**src/rtl/video_in_pkg.sv**
```systemverilog
`default_nettype none
// +--------------------------------------------------------------------------+
// | Package : video_in_pkg                                                   |
// | Shared frame geometry, FSM state type and Wishbone CTI codes for the     |
// | video_in path.                                                           |
// | Rev     : 1.0                                                            |
// +--------------------------------------------------------------------------+
package video_in_pkg;

  localparam int unsigned c_WIDTH_DEF  = 640;
  localparam int unsigned c_HEIGHT_DEF = 480;

  // Four packed pixels per 32-bit word.
  function automatic int unsigned frame_words(input int unsigned width, input int unsigned height);
    return (width * height) / 4;
  endfunction

  localparam int unsigned FRAME_WORDS = frame_words(c_WIDTH_DEF, c_HEIGHT_DEF);

  typedef enum logic [0:0] {
    IDLE  = 1'b0,
    BURST = 1'b1
  } state_t;

  localparam logic [2:0] CTI_INCR = 3'b010;
  localparam logic [2:0] CTI_EOB  = 3'b111;

endpackage : video_in_pkg
`default_nettype wire

```
**src/rtl/video_in_wb_writer.sv**
```systemverilog
`default_nettype none
// +--------------------------------------------------------------------------+
// | Module  : video_in_wb_writer                                             |
// | Drains packed-pixel words from the video_in FIFO and writes them to the  |
// | frame buffer with Wishbone incrementing bursts. Optional statistics      |
// | outputs are enabled with `define VIDEO_IN_WB_STATS_EN.                   |
// | Rev     : 1.0                                                            |
// +--------------------------------------------------------------------------+
module video_in_wb_writer
  import video_in_pkg::*;
#(
  parameter int unsigned p_WIDTH  = c_WIDTH_DEF,
  parameter int unsigned p_HEIGHT = c_HEIGHT_DEF,
  parameter int unsigned p_BURST  = 8,
  parameter int unsigned p_FDEPTH = 6
) (
  input  logic                clk,
  input  logic                nRST,
  input  logic [31:0]         fifo_data,
  input  logic [p_FDEPTH-1:0] fifo_nb_words,
  output logic                fifo_r_e,
  input  logic [31:0]         base_addr,
  output logic                wb_cyc_o,
  output logic                wb_stb_o,
  output logic                wb_we_o,
  output logic [31:0]         wb_adr_o,
  output logic [31:0]         wb_dat_o,
  output logic [3:0]          wb_sel_o,
  output logic [2:0]          wb_cti_o,
  output logic [1:0]          wb_bte_o,
  input  logic                wb_ack_i,
  input  logic                wb_err_i,
  output logic                frame_done,
  output logic                wb_error
`ifdef VIDEO_IN_WB_STATS_EN
  ,
  output logic [15:0]         frame_cnt,
  output logic [7:0]          err_cnt
`endif
);

  localparam int unsigned c_FRAME_WORDS = frame_words(p_WIDTH, p_HEIGHT);
  localparam int unsigned c_WCNT_W      = $clog2(c_FRAME_WORDS);
  localparam int unsigned c_BEAT_W      = $clog2(p_BURST);

  localparam logic [p_FDEPTH-1:0] c_BURST_LVL   = p_FDEPTH'(p_BURST);
  localparam logic [c_WCNT_W-1:0] c_LAST_WORD   = c_WCNT_W'(c_FRAME_WORDS - 1);
  localparam logic [c_BEAT_W-1:0] c_LAST_BEAT   = c_BEAT_W'(p_BURST - 1);
  localparam logic [c_BEAT_W-1:0] c_PENULT_BEAT = c_BEAT_W'(p_BURST - 2);

  state_t              r_state;
  logic                r_reload;
  logic [31:0]         r_ptr;
  logic [c_WCNT_W-1:0] r_wcnt;
  logic [c_BEAT_W-1:0] r_beat;
  logic [31:0]         w_ptr;

  // The first IDLE cycle after reset may also launch a burst, so the reload
  // value is forwarded to the address register in that same cycle.
  assign w_ptr    = r_reload ? base_addr : r_ptr;
  assign fifo_r_e = wb_ack_i & ~wb_err_i & (r_state == BURST);
  assign wb_dat_o = fifo_data;
  assign wb_sel_o = 4'hF;
  assign wb_bte_o = 2'b00;

  always_ff @(posedge clk or negedge nRST) begin
    if (!nRST) begin
      r_state    <= IDLE;
      r_reload   <= 1'b1;
      r_ptr      <= '0;
      r_wcnt     <= '0;
      r_beat     <= '0;
      wb_cyc_o   <= 1'b0;
      wb_stb_o   <= 1'b0;
      wb_we_o    <= 1'b0;
      wb_adr_o   <= '0;
      wb_cti_o   <= '0;
      frame_done <= 1'b0;
      wb_error   <= 1'b0;
    end else begin
      frame_done <= 1'b0;
      case (r_state)
        IDLE: begin
          r_reload <= 1'b0;
          r_ptr    <= w_ptr;
          if (fifo_nb_words >= c_BURST_LVL) begin
            r_state  <= BURST;
            wb_cyc_o <= 1'b1;
            wb_stb_o <= 1'b1;
            wb_we_o  <= 1'b1;
            wb_adr_o <= w_ptr;
            wb_cti_o <= CTI_INCR;
            r_beat   <= '0;
          end
        end
        BURST: begin
          if (wb_err_i) begin
            // Pointer and word count already reflect the last acked beat.
            r_state  <= IDLE;
            wb_cyc_o <= 1'b0;
            wb_stb_o <= 1'b0;
            wb_we_o  <= 1'b0;
            wb_cti_o <= '0;
            wb_error <= 1'b1;
          end else if (wb_ack_i) begin
            wb_adr_o <= wb_adr_o + 32'd4;
            r_beat   <= r_beat + 1'b1;
            if (r_wcnt == c_LAST_WORD) begin
              r_wcnt     <= '0;
              r_ptr      <= base_addr;
              frame_done <= 1'b1;
            end else begin
              r_wcnt <= r_wcnt + 1'b1;
              r_ptr  <= r_ptr + 32'd4;
            end
            if (r_beat == c_LAST_BEAT) begin
              r_state  <= IDLE;
              wb_cyc_o <= 1'b0;
              wb_stb_o <= 1'b0;
              wb_we_o  <= 1'b0;
              wb_cti_o <= '0;
            end else begin
              wb_cti_o <= (r_beat == c_PENULT_BEAT) ? CTI_EOB : CTI_INCR;
            end
          end
        end
        default: r_state <= IDLE;
      endcase
    end
  end

`ifdef VIDEO_IN_WB_STATS_EN
  always_ff @(posedge clk or negedge nRST) begin
    if (!nRST) begin
      frame_cnt <= '0;
      err_cnt   <= '0;
    end else begin
      if (frame_done) begin
        frame_cnt <= frame_cnt + 16'd1;
      end
      if ((r_state == BURST) && wb_err_i && (err_cnt != 8'hFF)) begin
        err_cnt <= err_cnt + 8'd1;
      end
    end
  end
`endif

endmodule : video_in_wb_writer
`default_nettype wire

```
**config.mk**
```make
export PLATFORM = sky130hd
export DESIGN_NAME = video_in_wb_writer
export DESIGN_NICKNAME = d
export VERILOG_FILES = /design/src/rtl/video_in_pkg.sv /design/src/rtl/video_in_wb_writer.sv
export SDC_FILE = /design/constraint.sdc
export NUM_CORES = 1
export LEC_CHECK = 0
export ABC_AREA = 1
export CORE_UTILIZATION = 45
export CTS_CLUSTER_SIZE = 8
export DETAILED_ROUTE_END_ITERATION = 12
export PLACE_DENSITY = 0.75
export RECOVER_POWER = 25
export SETUP_SLACK_MARGIN = 0.1
export SLEW_MARGIN = 20
export SYNTH_ARGS = -nofsm -noshare
export SYNTH_HDL_FRONTEND = slang
export SYNTH_SLANG_ARGS = --single-unit
```
**constraint.sdc**
```tcl
create_clock -name clk -period 1.75 [get_ports clk]
set_input_delay 0.35 -clock clk [delete_from_list [all_inputs] [get_ports clk]]
set_output_delay 0.35 -clock clk [all_outputs]
set_load 0.05 [all_outputs]
```
Word-level counts from Yosys, hierarchy flattened
Cells that the tools add are included.
{"block": "word_totals", "out_inout_bits": 79, "ff_bits": 92, "latch_bits": 0, "memories": 0, "elab_cells": 67, "mem_bits_rw": 0, "inputBits": 74, "rom_bits": 0}
{"block": "classes", "eq_ne": 8, "muxes": 34, "mul": 0, "add_sub_neg": 4, "div": 0, "n_reduce_logical": 6, "n_bitwise": 4, "shifts": 0, "n_lt_le_gt_ge": 1}
{"cell": "2-to-1 mux 32 bit", "n": 7}
{"cell": "case mux 32 bit (2 select lines)", "n": 2}
{"cell": "adder 32 x 3 -> 32 bit, second input constant", "n": 2}
{"cell": "2-to-1 mux 3 bit", "n": 8}
{"cell": "adder 17 x 1 -> 17 bit, second input constant", "n": 1}
{"cell": "== test 17 bit, second input constant", "n": 1}
{"cell": "2-to-1 mux 17 bit", "n": 1}
{"cell": "2-to-1 mux 1 bit", "n": 12}
{"cell": "case mux 3 bit (2 select lines)", "n": 2}
{"cell": "AND reduction 3 bit", "n": 3}
{"cell": "== test 3 bit, second input constant", "n": 2}
{"cell": ">= comparator 6 x 4 -> 1 bit, second input constant", "n": 1}
{"cell": "inequality test 2 bit, second input constant", "n": 3}
{"cell": "AND reduction 2 bit", "n": 3}
{"cell": "case mux 1 bit (2 select lines)", "n": 2}
{"cell": "adder 3 x 1 -> 3 bit, second input constant", "n": 1}
{"cell": "inequality test 3 x 2 -> 1 bit, second input constant", "n": 1}
{"cell": "inequality test 3 bit, second input constant", "n": 1}
{"cell": "bitwise AND 1 bit", "n": 2}
{"cell": "inverter 1 bit", "n": 2}

Longest topological paths before layout
Gate-level depths: netlist (run 1).
{"block": "depth", "ltp_word": 6, "ltp_mapped": 11, "ltp_nobuf": 11}

Worst setup path before layout (run 1)
Ideal clock, no wire load.
{"block": "synth_timing", "path_type": "register to register", "start": "reg wb_adr_o[2]", "end": "reg wb_adr_o[14]", "required_ns": 1.672, "arrival_ns": 1.772, "path_stages_with_launch": 9, "path_slack_ns": -0.100, "setup_time_ns": 0.078, "synth_period_minus_slack_ns": 1.850, "path_cell_list": "dfrtp_1 > ha_1 > nand2_1 > nor2_1 > inv_1 > nor2_1 > xor2_1 > nand2_1 > a21oi_1"}
{"block": "synth_between", "elab_chain_len": 4}
{"item": "start, declared", "line_no": "video_in_wb_writer.sv:26", "rtl": "output logic [31:0] wb_adr_o,"}
{"item": "start signal, assigned", "line_no": "video_in_wb_writer.sv:91", "rtl": "wb_adr_o <= w_ptr;"}
{"item": "start signal, assigned", "line_no": "video_in_wb_writer.sv:106", "rtl": "wb_adr_o <= wb_adr_o + 32'd4;"}
{"item": "adder 32 x 3 -> 32 bit", "line_no": "video_in_wb_writer.sv:106"}
{"item": "2-to-1 mux 32 bit", "line_no": "video_in_wb_writer.sv:105", "rtl": "end else if (wb_ack_i) begin"}
{"item": "2-to-1 mux 32 bit", "line_no": "video_in_wb_writer.sv:97", "rtl": "if (wb_err_i) begin"}
{"item": "case mux 32 bit (2 select lines)", "line_no": "video_in_wb_writer.sv:82", "rtl": "case (r_state)"}
Every way passes these cells. The select of a mux whose other input is x is not followed.
A chain may end at the register's enable or synchronous reset.

Final worst setup path (run 1)
{"block": "layout_timing", "start": "reg r_wcnt[1]", "end": "reg r_ptr[29]"}
{"block": "layout_between", "elab_chain_len": 5}
{"item": "start, declared", "line_no": "video_in_wb_writer.sv:54", "rtl": "logic [c_WCNT_W-1:0] r_wcnt;"}
{"item": "start signal, assigned", "line_no": "video_in_wb_writer.sv:113", "rtl": "r_wcnt <= r_wcnt + 1'b1;"}
{"item": "== test 17 bit", "line_no": "video_in_wb_writer.sv:108", "rtl": "if (r_wcnt == c_LAST_WORD) begin"}
{"item": "2-to-1 mux 32 bit", "line_no": "video_in_wb_writer.sv:108"}
{"item": "2-to-1 mux 32 bit", "line_no": "video_in_wb_writer.sv:105"}
{"item": "2-to-1 mux 32 bit", "line_no": "video_in_wb_writer.sv:97"}
{"item": "case mux 32 bit (2 select lines)", "line_no": "video_in_wb_writer.sv:82"}
{"item": "end signal, assigned", "line_no": "video_in_wb_writer.sv:85", "rtl": "r_ptr <= w_ptr;"}
{"item": "end signal, assigned", "line_no": "video_in_wb_writer.sv:110", "rtl": "r_ptr <= base_addr;"}
{"item": "end signal, assigned", "line_no": "video_in_wb_writer.sv:114", "rtl": "r_ptr <= r_ptr + 32'd4;"}
{"item": "end, declared", "line_no": "video_in_wb_writer.sv:53", "rtl": "logic [31:0] r_ptr;"}
Every way passes these cells. The select of a mux whose other input is x is not followed.

==> run metrics, run 1 <==
status finished, final reports clean; Iter 0 DRT Violations 791; Ports 153; peak supply drop 0.801 mV; Final min period 1.74 ns; buffer and inverter count on the worst path 1; die span in y 127 um; clock skew 0.00833 ns; I/O Buffers 79; post-synth top area cell dfrtp_1; vias in the first global route 6911; Initial Util 46.0%; Cells after Synth 1104; Global Route Usage Sum 26.7%; Clock Path Buffers 2; Avg WL per Cell 16.1 um; Die X 127 um; Row Count 45; clock slew at reported path FFs 0.07 ns; DRC 0; CTS tree built; Peak Freq 576 MHz; CTS buffer count 9; DIE AREA 16000 um^2; critical path class reg2reg; mean number of vias per cell 5.53; WHS 0.426 ns; Post-synth EDFFs 0; Hold Fails Final Rpt 0; area share of the largest cell type after synthesis 32.2%; Synth Flop Type dfrtp_1; Fin Setup TNS 0 ns; Worst Tran Pin Value 1.05 ns; pin count of the biggest net entering global routing 36; max-slew violation count 0; first-pass GRT wire length 33600 um; area occupied by multi-input gates 4520 um^2; crit path cell chain ha_2 > inv_2 > nor2_4 > nand3_2 > nor2_4 > nand2_4 > nand3_2 > nand2_2 > a21oi_2; DRT Pass-1 Iters 7; fillers 1292; Cell Pwr Density 1700 nW/um^2; ant diodes 0; CP top delay family simple AND/OR/NAND/NOR gates; Max-Cap Viols 0; Avg Cell Area, Syn 6.33 um^2; final RePlAce weighted congestion 0.974; leakage 0.00442 uW; slowest stage delay, CP 0.38 ns; Storage cell area 2300 um^2; Post-DRT Antenna Nets 0; crit end category flop; final setup fails 0; Clock Sinks 91; HP Class in2reg; Worst path slowest cell dfrtp_1; asr flop ratio synth 100%; top cells by area, synth dfrtp_1 (32%), nand2_1 (15%), nor2_1 (12%); Max FO, Critical Path 8; Synth Register Bits 91; Syn Std Cell Area 6990 um^2; root buffer cell clkbuf_16; Slew headroom 29.8%; area grow syn2layout 35.0%; leading cell types in the layout, fill and taps excluded nand2_1 (247), nor2_1 (197), buf_4 (97); H-tree depth 3; Netlist cell types 41; initial antenna violation count 0; unrepaired setup endpoints after global routing true; Nets 1288; commonest non-fill, non-tap cell in the layout nand2_1; Via Count 7742; Arr. time, crit path 2.02 ns; share of layout cells above drive strength 1 27.7%; GRT overflow 0; Clock Latency Late Sink 0.36 ns; sequential fraction of the synthesis area 32.6%; Std-Cell Core Area 15200 um^2; YS warnings 0; Worst EP required 2.03 ns; Final HPWL DP 15400 um; startpoint type of the worst setup path flop; final period utilization 99.2%; final WL 22500 um
## kinds of logic (layout without fill, tap and decap cells)
group | Yosys count | in the layout | synth area share, %
flops | 91 | 91 | 32.6
simple gates | 627 | 628 | 37.5
compound gates | 178 | 178 | 13.4
buf+inv | 180 | 284 | 12.8
fa+ha+maj | 6 | 6 | 1.07
xor+xnor | 20 | 20 | 2.51
other cells | 2 | 6 | 0.108
## worst paths after layout
| path | start | to | slack [ns] | cells after the start |
|---|---|---|---|---|
| hold / removal | wb_err_i | wb_error | 0.43 | 4 |
| max in group asynchronous | nRST | wb_adr_o[11] | 0.29 | 3 |
| setup / recovery | r_wcnt[1] | r_ptr[29] | 0.01 | 9 |
| min in group asynchronous | nRST | frame_done | 0.72 | 2 |
| setup reg to reg | r_wcnt[1] | r_ptr[29] | 0.01 | 9 |
| hold reg to reg | wb_error | wb_error | 0.49 | 2 |
## registers in the layout (all words and copies together), names as in the netlist
name / cells
frame_done: 1
wb_error: 1
r_ptr: 32
r_wcnt: 17
r_beat: 3
r_state: 1
wb_we_o: 1
wb_cti_o: 2
wb_adr_o: 32
r_reload: 1
## final cells by class
cell class	instances	share of cell area, %
Timing Repair Buffer	166	17.4
Tap cell	188	2.49
Clock inverter	5	0.876
Sequential cell	91	24.4
Multi-Input combinational cell	838	48.0
Clock buffer	11	2.68
Inverter	102	4.17
## through the flow
step	util [%]	cells	worst slack (ns)	cell area, um^2	power [uW]
6_report	62.0	1401	0.0140	9430	16000
3_3_place_gp	53.0	1358	-0.232	8060	12100
3_5_place_dp	53.0	1358	-0.250	8060	12300
4_1_cts	56.1	1383	0.0743	8530	14800
2_1_floorplan	-	1108	0.103	7020	9710
5_1_grt	62.0	1401	-0.0774	9430	17100
## cell usage after synthesis (2+ instances only)
master,count
a21oi_1,97
a21oi_2,2
a22oi_1,5
a31oi_1,4
buf_1,8
buf_2,17
buf_4,46
buf_6,3
clkbuf_1,4
conb_1,2
dfrtp_1,90
ha_1,6
inv_1,95
inv_2,6
nand2_1,275
nand2_2,6
nand3_1,61
nand3b_1,12
nand4_1,7
nor2_1,232
nor2_2,7
nor2_4,4
nor3_1,13
nor3_2,2
nor3b_1,2
o21ai_0,62
o21ai_1,3
or2_0,2
xnor2_1,3
xor2_1,17
## layer usage
metal / global-route usage, % / up-vias / wire, um
met4: 11.1 / 0 / 827
met1: 35.2 / 3642 / 9200
met2: 44.1 / 366 / 10700
met5: 0 / - / 0
li1: - / 3672 / -
met3: 3.71 / 62 / 1790
## tightest hold or removal path, stage by stage
cell and delay (ns):
dlymetal6s2s_1 0.15, buf_4 0.15, nand2_1 0.05, nand2_1 0.05
## timing repair
| item | in CTS | in global routing |
|---|---|---|
| hold buffers | 1 | 0 |
| hold endpoints to repair | 30 | 0 |
| cloned | 1 | 4 |
| gates resized for setup | 9 | 210 |
| pin swaps | 4 | 57 |
| endpoints found under the setup margin | 32 | 69 |
| setup buffers | 7 | 14 |
## power by group
group | switching, uW | leakage, uW | total [uW] | internal, uW
Sequential | 1250 | 0.00105 | 4260 | 3000
Clock | 914 | 0.000166 | 2250 | 1340
Combinational | 5970 | 0.00320 | 9520 | 3550
(Power assumes the default switching activity.)
==> inputs of run 2 (changes only) <==
--- a/config.mk
+++ b/config.mk
@@ -7,6 +7,7 @@
 export LEC_CHECK = 0
 export ABC_AREA = 1
 export CORE_UTILIZATION = 45
+export CTS_BUF_LIST = sky130_fd_sc_hd__clkbuf_16
 export CTS_CLUSTER_SIZE = 8
 export DETAILED_ROUTE_END_ITERATION = 12
 export PLACE_DENSITY = 0.75
==> run 2 against run 1 <==
- utilization decreased by 0.20 points
- sequential power about the same
- register-to-register slack improved by 0.02 ns
- flip-flop and latch count unchanged
- design area decreased by 0.32%
- largest power group unchanged
- worst hold slack improved by 0.00056 ns
==> run metrics, run 2 (same netlist as run 1, synthesis figures left out) <==
Ports 153 (unchanged); Arr. time, crit path 2.01 ns (about the same); Max-Cap Viols 0 (unchanged); Initial Util 46.0% (unchanged); unrepaired setup endpoints after global routing true; status finished, final reports clean; initial antenna violation count 0 (unchanged); final period utilization 98.0% (-1.2 points); Final HPWL DP 15400 um (unchanged); final setup fails 0 (unchanged); final WL 22600 um (+0.55%); root buffer cell clkbuf_16; critical path class reg2reg; commonest non-fill, non-tap cell in the layout nand2_1; Global Route Usage Sum 26.7% (about the same); hold depth 4 (unchanged); max-slew violation count 0 (unchanged); DRT Pass-1 Iters 5 (-2); clock skew 0.00852 ns (+0.000192 ns); met1 usage 35.2% (about the same); Std-Cell Core Area 15200 um^2 (unchanged); slowest stage delay, CP 0.38 ns (about the same); GRT overflow 0 (unchanged); Worst path slowest cell dfrtp_1; crit path cell chain ha_2 > inv_2 > nor2_4 > nand3_2 > nor2_4 > nand2_4 > nand3_2 > nand2_2 > a21oi_2; Placed Cells 1358 (unchanged); area grow syn2layout 34.6%; GR Layer Usage met2 44.1% (unchanged); final setup slack of the worst path 0.0349 ns (+0.0209 ns); ant diodes 0 (unchanged); Worst EP required 2.04 ns (about the same); Critical Path Source r_wcnt[1]; clock slew at reported path FFs 0.07 ns (about the same); crit end category flop; startpoint type of the worst setup path flop; leading cell types in the layout, fill and taps excluded nand2_1 (248), nor2_1 (196), buf_4 (97); R2R depth 9 (unchanged); Clock Sinks 91 (unchanged); CTS buffer count 9 (unchanged); met3 usage 3.67% (-0.042 points); Clock Path Buffers 2 (unchanged); Via Count 7765 (+0.30%); pin count of the biggest net entering global routing 36 (unchanged); Post-DRT Antenna Nets 0 (unchanged); share of layout cells above drive strength 1 27.1% (-0.60 points); reg2reg start r_wcnt[1]; peak supply drop 0.782 mV (-2.4%); Slew headroom 29.0% (-0.82 points); DRC 0 (unchanged); vias in the first global route 6909 (-0.029%); DIE AREA 16000 um^2 (unchanged); Final Power 16000 uW (-0.44%); Avg WL per Cell 16.2 um (+0.48%); HP Class in2reg; beginning of the worst hold path wb_err_i; Hold Fails Final Rpt 0 (unchanged); Iter 0 DRT Violations 746 (-5.7%); die span in y 127 um (unchanged); Max FO, Critical Path 8 (unchanged); Row Count 45 (unchanged); mean number of vias per cell 5.54 (+0.23%); Nets 1289 (+0.078%); leakage 0.00441 uW (-0.29%); post-place setup slack -0.250 ns (unchanged); first-pass GRT wire length 33600 um (about the same); Clock Latency Late Sink 0.36 ns (about the same); Peak Freq 583 MHz (+1.2%); Die X 127 um (unchanged); Cell Pwr Density 1700 nW/um^2 (-0.12%); CTS tree built; I/O Buffers 79 (unchanged); final RePlAce weighted congestion 0.974 (unchanged); Worst Tran Pin Value 1.06 ns (+0.0122 ns); Final min period 1.72 ns (-0.0209 ns); Largest regs r_ptr: 32 flops, wb_adr_o: 32 flops, r_wcnt: 17 flops; H-tree depth 3 (unchanged); grt peak-use layer met2; Non-Filler Instances 1402 (+0.071%)
[run 2: final cells by class]
class	instances	area, um^2
clock buffers	9	225
clock inverters	7	90.1
fillers	1306	5800
inverters	102	390
multi-input cells	838	4490
flip-flops and latches	91	2300
well taps	188	235
repair buffers	167	1670
[run 2: path summary, 6_finish.rpt]
kind | endpoint | slack [ns]
worst max-delay path | r_ptr[18] | 0.03
min in group asynchronous | r_wcnt[12] | 0.72
worst max register to register | r_ptr[18] | 0.03
worst min-delay path | wb_error | 0.43
worst min register to register | wb_error | 0.49
max in group asynchronous | wb_adr_o[9] | 0.28
[run 2: per-stage QoR]
stage / hold slack (ns) / cell area (um^2) / TNS [ns] / utilization (%)
after floorplan: 0.0544 / 7020 / 0 / -
after global placement: 0.356 / 8060 / -7.60 / 53.0
after detailed placement: 0.366 / 8060 / -8.98 / 53.0
after CTS: 0.472 / 8510 / 0 / 56.0
after global routing: 0.457 / 9400 / -0.321 / 61.8
final: 0.427 / 9400 / 0 / 61.8
[run 2: routing by layer]
layer / routed length, um / part of all wire, %
met5: 0 / 0
met4: 903 / 4.0
met3: 1860 / 8.2
met2: 10700 / 47
met1: 9230 / 41
[run 2: power by group]
group	total (uW)	internal [uW]	switching, uW
Clock	2170	1250	919
Combinational	9540	3570	5970
Sequential	4260	3000	1260
Total	16000	7820	8140
[run 2: what timing repair did]
item / CTS / global route
setup buffers: 7 / 14
endpoints found under the hold margin: 30 / 0
hold buffers: 1 / 0
pin swaps: 4 / 58
resized for setup: 9 / 200
endpoints found under the setup margin: 32 / 69
gates cloned: 1 / 5
[run 2: critical path, delay by kind of cell (launching register included)]
kind                       cells  cell delay [ns]
adders and majority gates      1             0.19
DFF                            1             0.38
buffers and inverters          1             0.05
AOI/OAI and AO/OA              1             0.13
and+or+nand+nor                6             0.91
==> inputs of run 3 (changes only) <==
--- a/config.mk
+++ b/config.mk
@@ -6,11 +6,12 @@
 export NUM_CORES = 1
 export LEC_CHECK = 0
 export ABC_AREA = 1
+export ABC_CLOCK_PERIOD_IN_PS = 1750
 export CORE_UTILIZATION = 45
 export CTS_BUF_LIST = sky130_fd_sc_hd__clkbuf_16
 export CTS_CLUSTER_SIZE = 8
 export DETAILED_ROUTE_END_ITERATION = 12
-export PLACE_DENSITY = 0.75
+export PLACE_DENSITY = 0.79
 export RECOVER_POWER = 25
 export SETUP_SLACK_MARGIN = 0.1
 export SLEW_MARGIN = 20
==> run 3 against run 2 <==
- critical path depth grew 1
- global-route usage down 0.98 points
- sequential share of layout area grew 1.0 points
- setup slack got worse by 0.0059 ns
- power is 3.9% lower
- design area is 4.2% lower
- clock skew rose by 0.0019 ns
- via count fell by 2.1%
- critical endpoint is now r_ptr[10]
- largest power group unchanged
==> run metrics, run 3 (same netlist as run 1, synthesis figures left out) <==
status finished, final reports clean; Worst path slowest cell dfrtp_1; Std-Cell Core Area 15200 um^2 (unchanged); Fin Setup TNS 0 ns (unchanged); leakage 0.00430 uW (-2.3%); Largest regs r_ptr: 32 flops, wb_adr_o: 32 flops, r_wcnt: 17 flops; Iter 0 DRT Violations 778 (+4.3%); Net Sw Frac 51.0% (about the same); Worst EP required 1.99 ns (-0.05 ns); final setup slack of the worst path 0.0291 ns (-0.00586 ns); fillers 1356 (+3.8%); mean number of vias per cell 5.46 (-1.4%); Metal-1 WL 9180 um (-0.52%); R2R depth 10 (+1); buffer and inverter count on the worst path 3 (+2); WHS 0.375 ns (-0.0514 ns); max-slew violation count 0 (unchanged); area occupied by multi-input gates 4250 um^2 (-5.5%); Final Power 15300 uW (-3.9%); initial antenna violation count 0 (unchanged); final WL 21900 um (-3.1%); pin count of the biggest net entering global routing 42 (+17%); final RePlAce weighted congestion 0.931 (-4.4%); Post-DRT Antenna Nets 0 (unchanged); peak supply drop 0.778 mV (-0.55%); area grow syn2layout 28.9%; Clock Sinks 91 (unchanged); Slew headroom 58.6% (+30 points); Die X 127 um (unchanged); ant diodes 0 (unchanged); commonest non-fill, non-tap cell in the layout nand2_1; Storage cell area 2290 um^2 (-0.16%); DRC 0 (unchanged); Peak Freq 581 MHz (-0.34%); Net Switching 7820 uW (-3.9%); die span in y 127 um (unchanged); slowest stage delay, CP 0.38 ns (about the same); hold depth 4 (unchanged); Int Power 7520 uW (-3.8%); Clock Latency Late Sink 0.36 ns (about the same); met3 routed WL 1810 um (-2.5%); CTS tree built; vias in the first global route 6630 (-4.0%); final setup fails 0 (unchanged); Max-Cap Viols 0 (unchanged); Initial Util 46.0% (unchanged); clock slew at reported path FFs 0.07 ns (about the same); root buffer cell clkbuf_16; CP top delay family simple AND/OR/NAND/NOR gates; clock skew 0.0104 ns (+0.00191 ns); DRT Pass-1 Iters 6 (+1); beginning of the worst hold path wb_err_i; Max FO, Critical Path 8 (unchanged); routed wl met2 10400 um (-2.7%); Ports 153 (unchanged); Clock Path Buffers 2 (unchanged); Via Count 7599 (-2.1%); reg2reg start r_wcnt[1]; post-place setup slack -0.234 ns (+0.0153 ns); startpoint type of the worst setup path flop; Avg WL per Cell 15.8 um (-2.3%); Final HPWL DP 14600 um (-4.7%); Clock power frac 13.7% (about the same); final period utilization 98.3% (+0.33 points); Row Count 45 (unchanged); Cell Pwr Density 1700 nW/um^2 (+0.36%); Nets 1278 (-0.85%); crit end category flop; CTS buffer count 9 (unchanged); Arr. time, crit path 1.96 ns (-0.05 ns); Global Route Usage Sum 25.7% (-0.98 points); share of layout cells above drive strength 1 20.9% (-6.2 points); critical path class reg2reg; Final min period 1.72 ns (+0.00586 ns); GRT overflow 0 (unchanged); Worst Hold End wb_error; I/O Buffers 79 (unchanged); DIE AREA 16000 um^2 (unchanged); crit path cell chain ha_2 > inv_2 > nor2_4 > nand3_4 > nor2_4 > buf_6 > clkbuf_16 > a21oi_1 > nand2_1 > a21oi_1; reg2reg end r_ptr[10]; leading cell types in the layout, fill and taps excluded nand2_1 (262), nor2_1 (210), inv_1 (97); Worst Tran Pin Value 0.621 ns (-0.444 ns); combinational fraction of design power 58.7% (-1.1 points); Hold Fails Final Rpt 0 (unchanged); unrepaired setup endpoints after global routing true; sequential fraction of design power 27.6% (+0.9 points); first-pass GRT wire length 32600 um (-2.9%); r2r setup slk 0.03 ns (about the same); H-tree depth 3 (unchanged); HP Class in2reg; Max Used Layer met4
run 3: cell count changes in the layout (fill, tap and decap cells not counted), moves of 4 or more:
cell / before / now
nand2_1: 248 / 262
a21oi_1: 59 / 77
nor2_2: 25 / 15
buf_4: 97 / 90
nand3_1: 37 / 50
nor2_1: 196 / 210
a21oi_2: 39 / 20
nor2_4: 22 / 18
nand3_2: 24 / 11
nand2_2: 23 / 10
run 3: stage by stage:
| step | instance area (um^2) | std cells | util (%) |
|---|---|---|---|
| finish | 9000 | 1391 | 59.2 |
| global route | 9000 | 1391 | 59.2 |
| CTS | 8400 | 1374 | 55.3 |
| detailed placement | 8000 | 1350 | 52.7 |
| global placement | 8000 | 1350 | 52.7 |
| floorplan | 7020 | 1108 | - |
run 3: power by group through the flow:
stage	clock network [uW]	logic, uW	registers, uW
6_report	2110	9010	4230
5_1_grt	2200	9800	4340
4_1_cts	2100	8190	4140
3_5_place_dp	0	8070	4160
3_3_place_gp	0	7900	4130
2_1_floorplan	0	4530	5190
run 3: worst min-delay path: stages:
cell and delay (ns):
dlymetal6s2s_1 0.12, buf_4 0.13, nand2_1 0.05, nand2_1 0.05
run 3: worst max-delay path by stage:
stage / cells past startpoint / slack, ns / start / end
after floorplan: 8 / 0.10 / wb_adr_o[2] / wb_adr_o[14]
after global routing: 9 / -0.04 / r_wcnt[1] / r_ptr[10]
final: 10 / 0.03 / r_wcnt[1] / r_ptr[10]
after detailed placement: 9 / -0.23 / wb_ack_i / r_wcnt[7]
after global placement: 9 / -0.18 / wb_ack_i / r_wcnt[14]
after CTS: 9 / 0.1 / r_ptr[3] / r_ptr[22]
run 3: area by class of cell:
cell class | instances | share of cell area [%]
Timing Repair Buffer | 156 | 17.1
Multi-Input combinational cell | 838 | 47.1
Clock inverter | 7 | 0.875
Tap cell | 188 | 2.61
Clock buffer | 9 | 2.50
Sequential cell | 91 | 25.5
Inverter | 102 | 4.31
run 3: what timing repair did:
item,4_1_cts,5_1_grt
pin swaps,1,32
resized for setup,12,121
buffers inserted,7,13
setup endpoints to repair,19,61
cloned,0,4
hold endpoints to repair,20,0
hold buffers,1,0
run 3: routing by layer:
metal / track usage (%) / vias up
met5: 0 / -
met1: 34.5 / 3566
li1: - / 3655
met2: 42.0 / 335
met4: 8.29 / 0
met3: 4.81 / 43
